File: config.mk
export PLATFORM = sky130hd
export DESIGN_NAME = player_cmd_ctrl
export DESIGN_NICKNAME = d
export VERILOG_FILES = /design/src/rtl/player_cmd_ctrl_pkg.sv /design/src/rtl/player_cmd_ctrl_edge_rise.sv /design/src/rtl/player_cmd_ctrl.sv
export SDC_FILE = /design/constraint.sdc
export NUM_CORES = 1
export LEC_CHECK = 0
export CAP_MARGIN = 20
export CORE_AREA = 4 4 64 89
export DETAILED_ROUTE_END_ITERATION = 16
export DIE_AREA = 0 0 68 93
export RECOVER_POWER = 25
export REMOVE_ABC_BUFFERS = 1
export SLEW_MARGIN = 20
export SYNTH_ARGS = -nofsm -noshare
export SYNTH_HDL_FRONTEND = slang
export SYNTH_HIERARCHICAL = 1
export SYNTH_SLANG_ARGS = --single-unit
File: constraint.sdc
create_clock -name clk -period 1.85 [get_ports clk]
set_input_delay 0.2775 -clock clk [delete_from_list [all_inputs] [get_ports clk]]
set_output_delay 0.2775 -clock clk [all_outputs]
set_load 0.02 [all_outputs]
File: src/rtl/player_cmd_ctrl_pkg.sv
// Shared types for the blackjack player command path: command codes seen by
// the game FSM and the state encoding of the command controller.
package bj_pkg;

    typedef enum logic [1:0] {
        CMD_NONE  = 2'b00,
        CMD_HIT   = 2'b01,
        CMD_STAY  = 2'b10,
        CMD_START = 2'b11
    } cmd_t;

    typedef enum logic [1:0] {
        S_IDLE    = 2'b00,
        S_VALID   = 2'b01,
        S_LOCKOUT = 2'b10
    } state_t;

endpackage : bj_pkg

File: src/rtl/player_cmd_ctrl_edge_rise.sv
// Single-bit rising-edge detector. The previous level resets to 1 so that a
// button already held when reset releases is not mistaken for a fresh press.
module edge_rise (
    input  logic clk,
    input  logic rst_n,
    input  logic d,
    output logic rise
);

    logic prev_q;
    logic prev_d;

    // Next value of the history flop is simply the current level.
    always_comb begin
        prev_d = d;
    end

    // History flop, preset to 1 on reset.
    always_ff @(posedge clk or negedge rst_n) begin
        if (!rst_n) begin
            prev_q <= 1'b1;
        end else begin
            prev_q <= prev_d;
        end
    end

    assign rise = d & ~prev_q;

endmodule : edge_rise

File: src/rtl/player_cmd_ctrl.sv
// Turns debounced hit/stay/start levels into one arbitrated command held on a
// valid/ready handshake, followed by a lockout window. Presses that arrive
// while a command is pending or locked out are counted as drops.
module player_cmd_ctrl
    import bj_pkg::*;
#(
    parameter int LOCKOUT_CYC = 1_000_000,
    parameter int DROP_W      = 8
) (
    input  logic              clk,
    input  logic              rst_n,
    input  logic              hit_db,
    input  logic              stay_db,
    input  logic              start_db,
    input  logic              cmd_ready,
    input  logic              drop_clr,
    output logic              cmd_valid,
    output logic [1:0]        cmd,
    output logic              busy,
    output logic [DROP_W-1:0] drop_cnt
);

    // Lockout counter is sized to hold LOCKOUT_CYC-1, never narrower than 1 bit.
    localparam int                CNT_W    = (LOCKOUT_CYC < 1) ? 1 : $clog2(LOCKOUT_CYC + 1);
    localparam logic [CNT_W-1:0]  CNT_LOAD = CNT_W'((LOCKOUT_CYC > 0) ? (LOCKOUT_CYC - 1) : 0);
    localparam bit                LOCK_EN  = (LOCKOUT_CYC > 0);
    localparam logic [DROP_W-1:0] DROP_MAX = '1;

    logic hit_rise;
    logic stay_rise;
    logic start_rise;
    logic any_rise;
    cmd_t sel_cmd;
    logic drop_ev;

    state_t              state_q,     state_d;
    cmd_t                cmd_q,       cmd_d;
    logic [CNT_W-1:0]    cnt_q,       cnt_d;
    logic [DROP_W-1:0]   drop_q,      drop_d;
    logic                cmd_valid_q, cmd_valid_d;
    logic                busy_q,      busy_d;

    edge_rise u_hit_edge (
        .clk   (clk),
        .rst_n (rst_n),
        .d     (hit_db),
        .rise  (hit_rise)
    );

    edge_rise u_stay_edge (
        .clk   (clk),
        .rst_n (rst_n),
        .d     (stay_db),
        .rise  (stay_rise)
    );

    edge_rise u_start_edge (
        .clk   (clk),
        .rst_n (rst_n),
        .d     (start_db),
        .rise  (start_rise)
    );

    // Priority select among coincident presses: start, then stay, then hit.
    always_comb begin
        any_rise = hit_rise | stay_rise | start_rise;
        if (start_rise) begin
            sel_cmd = CMD_START;
        end else if (stay_rise) begin
            sel_cmd = CMD_STAY;
        end else if (hit_rise) begin
            sel_cmd = CMD_HIT;
        end else begin
            sel_cmd = CMD_NONE;
        end
    end

    // Controller next-state, command hold and lockout countdown.
    always_comb begin
        state_d = state_q;
        cmd_d   = cmd_q;
        cnt_d   = cnt_q;
        case (state_q)
            S_IDLE: begin
                if (any_rise) begin
                    state_d = S_VALID;
                    cmd_d   = sel_cmd;
                end else begin
                    state_d = S_IDLE;
                end
            end
            S_VALID: begin
                if (cmd_ready) begin
                    cmd_d = CMD_NONE;
                    if (LOCK_EN) begin
                        state_d = S_LOCKOUT;
                        cnt_d   = CNT_LOAD;
                    end else begin
                        state_d = S_IDLE;
                    end
                end else begin
                    state_d = S_VALID;
                end
            end
            S_LOCKOUT: begin
                if (cnt_q == '0) begin
                    state_d = S_IDLE;
                end else begin
                    cnt_d = cnt_q - CNT_W'(1);
                end
            end
            default: begin
                state_d = S_IDLE;
                cmd_d   = CMD_NONE;
                cnt_d   = '0;
            end
        endcase
        cmd_valid_d = (state_d == S_VALID);
        busy_d      = (state_d != S_IDLE);
    end

    // Saturating drop counter; clear takes precedence over a same-cycle drop.
    always_comb begin
        drop_ev = any_rise && (state_q != S_IDLE);
        if (drop_clr) begin
            drop_d = '0;
        end else if (drop_ev && (drop_q != DROP_MAX)) begin
            drop_d = drop_q + DROP_W'(1);
        end else begin
            drop_d = drop_q;
        end
    end

    // State, command, counters and registered outputs.
    always_ff @(posedge clk or negedge rst_n) begin
        if (!rst_n) begin
            state_q     <= S_IDLE;
            cmd_q       <= CMD_NONE;
            cnt_q       <= '0;
            drop_q      <= '0;
            cmd_valid_q <= 1'b0;
            busy_q      <= 1'b0;
        end else begin
            state_q     <= state_d;
            cmd_q       <= cmd_d;
            cnt_q       <= cnt_d;
            drop_q      <= drop_d;
            cmd_valid_q <= cmd_valid_d;
            busy_q      <= busy_d;
        end
    end

    assign cmd_valid = cmd_valid_q;
    assign cmd       = cmd_q;
    assign busy      = busy_q;
    assign drop_cnt  = drop_q;

endmodule : player_cmd_ctrl

After elaboration in Yosys (flattened, before gate mapping). Index checks and enable logic that the tools add are counted.

Register bits after elaboration: 37. Output and inout bits: 12.

Add/sub/neg operators: 2. Equality and inequality tests: 7. Muxes and demuxes: 15. Bitwise logic cells: 10. Reductions and logical operators: 9.

Operators by type and width (number): case mux 20 bit (3 select lines) (1); 2-to-1 mux 20 bit (2); zero test 20 bit (1); subtractor 20 x 1 -> 20 bit (second input constant) (1); 2-to-1 mux 8 bit (2); 2-to-1 mux 2 bit (6); case mux 2 bit (3 select lines) (2); adder 8 x 1 -> 8 bit (second input constant) (1); != test 8 bit (second input constant) (1); != test 2 bit (second input constant) (3); AND reduction 3 bit (2); nonzero test 2 bit (3); inverter 1 bit (5); == test 2 x 1 -> 1 bit (second input constant) (2); AND 1 bit (3); == test 2 bit (second input constant) (1); logical AND 1 bit (2); zero test 2 bit (1); 2-to-1 mux 1 bit (2); bitwise OR 1 bit (2).

Logic depth before layout (Yosys ltp).
Word-level depth: 8. Gate-level depth with buffers: 9. Mapped depth without buffers: 7.

Modules after synthesis. Netlist, hierarchy kept.

Modules (own cells, without submodules): player_cmd_ctrl (times used 1, cells an instance 220, area each 2000.7 µm², sequential area each 850.8 µm²); edge_rise (times used 3, cells an instance 2, area each 40.0 µm², sequential area each 26.3 µm²).

Worst setup path after synthesis. Ideal clock, no wire load.

Path kind: reg2reg. Start point: register state_q[1]. End point: register cnt_q[8]. Library setup time: 103 ps. Arrival time: 1937 ps. Required time: 1747 ps. Setup slack: -191 ps. Cell stages (with the launch flop): 8. Path buffers: 0. Cells stage by stage: dfrtp_1 > inv_1 > ha_1 > nor2b_4 > or2_0 > a41o_1 > or4_4 > o41ai_2.

Longest elaborated chain between the ends: 3. Elaborated cells on any way between the ends: 8. Those cells by class: eq/ne (4); mux (1); bitwise (1); reduce/logical (2).

RTL lines: start, declared (RTL line player_cmd_ctrl.sv:36) `state_t state_q, state_d;`; start signal, assigned (RTL line player_cmd_ctrl.sv:144) `state_q <= state_d;`; == test 2 bit, or another cell as far along (RTL line player_cmd_ctrl.sv:83) `case (state_q)`; != test 2 bit (no line) / inverter 1 bit (equally long branches); AND reduction 3 bit (no line); end signal, assigned (RTL line player_cmd_ctrl.sv:146) `cnt_q <= cnt_d;`; end, declared (RTL line player_cmd_ctrl.sv:38) `logic [CNT_W-1:0] cnt_q, cnt_d;`.

Several ways; a longest one is shown, not always the timed one. A chain may end at the register's enable or synchronous reset.

Worst setup path in the final report.
Start point: register state_q[0]. End point: register cnt_q[8].

Same word-level chain as after synthesis.

==> flow_summary.yaml <==
grt:
  antenna_found_initial: 0
  grtUsageTotal_pct: 19.0
  grt_pass1_wl_um: 9230
  grt_overflow_total: 0
  grt_max_degree: 38
  grt_pass1_vias: 1997
pwr:
  power_uw: 4770
  pwr-share-clk_pct: 12.0
  peakVddDrop_mv: 0.921
  p_seq_share_pct: 23.7
  internal_power_uw: 2820
  leakage_uw: 0.00139
  p_per_area_nw_per_um2: 1560
  comb_power_share_pct: 64.3
  p_sw_uw: 1940
  swShare_pct: 40.8
synth:
  synth_seq_cells: 37
  ys_warn_count: 6
  ys_seq_area_share_pct: 43.8
  syn_avg_cell_area_um2: 9.38
  synth_cells: 226
  synth_edf_count: 0
  synth_area_um2: 2120
  yosysUniqueCellTypes: 53
  synthArstFlopShare_pct: 100
  synth_ff_type: "dfrtp_1"
  synth_area_leaders: "dfrtp_1, nor2_1, dfstp_2"
  synth_top_area_share_pct: 40.1
  synth_largest_area_cell: "dfrtp_1"
worst_setup_path:
  end_kind: "flop"
  crit_type: "reg2reg"
  cp.arrival_ps: 2250
  crit_fanout: 4
  start_kind: "flop"
  cp.required_ps: 2040
sta:
  setup_tns_ps: -1720
  clock_skew_ps: 9.87
  fmax_mhz: 484
  grt_setup_unrepaired: "true"
  period_needed_ps: 2060
  hold_viol: 0
  maxSlewViolCount: 0
  hold-worst-slack_ps: 186
  final.period_utilization_pct: 112
  slew-limit-headroom_pct: 39.1
  tightest_slew_ps: 914
  final.setup.worst_slack_ps: -214
  setup_viol: 13
clock_tree:
  cts_tree: "done"
  cts_buffer_depth: 2
  clock-sinks: 37
  clkTransAtPathRegs_ps: 80
  cts-root-buf: "clkbuf_8"
  ctsHoldBuffers: 0
  clock_latency_ps: 290
  tritoncts.num_buffers: 5
  htree_levels: 2
floorplan:
  start_util_pct: 43.5
  die_h_um: 93
  die_w_um: 68
  num_rows: 30
  dieArea_um2: 6320
  boundaryPins: 19
  core_area_um2: 4880
job:
  drv_cap: 0
placed_design:
  portBuffers: 18
  gp_congestion: 0.833
  dpl_worst_slack_ps: -341
  dp_hpwl_um: 3730
drt:
  firstDrtPassIters: 4
  final_antenna_net_count: 0
  drt_wl_total_um: 5470
  drtIter0Drc: 150
  wl_per_cell_um: 14.9
  vias: 2029
  drt-vias-per-instance: 5.53
  drc_errors: 0
layout:
  n_fill_cell: 438
  nets: 315
  drive_gt1_share_pct: 37.6
  utilization_pct: 62.4
  n_antenna_cell: 0
  area_delta_synth_final_pct: 43.7
run_status:
  status: "finished, violations left"
  violations: "negative setup slack"
min_path:
  hp-class: "in2async"
## path summary, 6_finish.rpt
path                                 start                 to  slack (ps)  cells past startpoint
worst max-delay path            state_q[0]           cnt_q[8]        -210                      6
worst max register to register  state_q[0]           cnt_q[8]        -210                      6
worst min-delay path                 rst_n             cmd[1]         190                      2
max in group asynchronous            rst_n          cnt_q[10]        1090                      2
worst min register to register   cnt_q[10]          cnt_q[10]         540                      1
min in group clk                    hit_db  u_hit_edge/prev_q         420                      1
## cell usage in the layout, fill, tap and decap left out, types with 3 or more instances in the layout
master            n
buf_4            58
dfrtp_1          34
nor2_1           28
clkdlybuf4s50_1  17
o21ai_1          16
a21oi_1          12
nand2_1          11
inv_1             7
nand4_1           7
xor2_1            6
or4_4             5
o21ai_0           5
nand3_1           5
o21ai_2           5
ha_1              5
clkbuf_8          5
nor2b_4           4
nor2_2            4
nor3_1            4
a31oi_1           3
dfstp_2           3
## state kept, by name (all words and copies together) (netlist names), 2 cells and up
| signal | cells |
|---|---|
| drop_cnt | 8 |
| state_q | 2 |
| cmd | 2 |
| cnt_q | 20 |
## critical path: stages, from the launching register on
cell and delay (ps):
dfrtp_1 420, ha_2 190, nor2b_4 120, or2_4 250, a41o_1 230, or4_4 540, o41ai_2 200
## synth_stat cells, types with 3 or more instances
cell      count
a21oi_1      12
a31oi_1       3
and2_1        3
clkbuf_1      5
dfrtp_1      34
dfstp_2       3
ha_1          6
inv_1         7
nand2_1      12
nand3_1       5
nand4_1       7
nor2_1       31
nor2b_4       4
nor3_1        5
o21ai_0      11
o21ai_1      15
o311ai_0      3
or3_1         3
or4_1         4
xor2_1        6
## cells by family after synthesis
logic type / synth area share (%)
fa+ha+maj: 3.54
buf+inv: 4.31
xor+xnor: 2.89
flops: 43.8
simple gates: 24.2
mux: 0.472
compound gates: 20.7
## layer usage
metal	vias to the layer above	share of wire, %	global-route usage (%)
met5	-	0	0
met4	0	1.9	6.63
met3	11	3.7	4.09
met2	41	51	31.2
met1	986	43	24.1
li1	991	-	-
## what timing repair did
item                       4_1_cts  5_1_grt
setup endpoints to repair       22       24
gates resized for setup         31       11
pin swaps                        6        5
gates cloned                     2        0
buffers inserted                 6        3
## cell type report
type	instances	area, um2	area share (%)
multi-input combinational	171	1220	40.2
sequential	37	930	30.5
timing repair buffer	80	696	22.8
tap	64	80.1	2.63
clock buffer	5	68.8	2.26
inverter	7	26.3	0.862
clock inverter	3	22.5	0.739
## power by group through the flow
stage	Clock (uW)	Sequential [uW]	Combinational (uW)
2_1_floorplan	0	1220	1200
3_3_place_gp	0	1140	2290
3_5_place_dp	0	1140	2300
4_1_cts	601	1130	2880
5_1_grt	635	1150	3320
6_report	570	1130	3060
## per-stage QoR
stage               instances  instance area (um2)
floorplan                 215                 2060
global placement          348                 2690
detailed placement        348                 2690
CTS                       364                 2990
global route              367                 3050
finish                    367                 3050
Power figures use the tool's default switching activity.
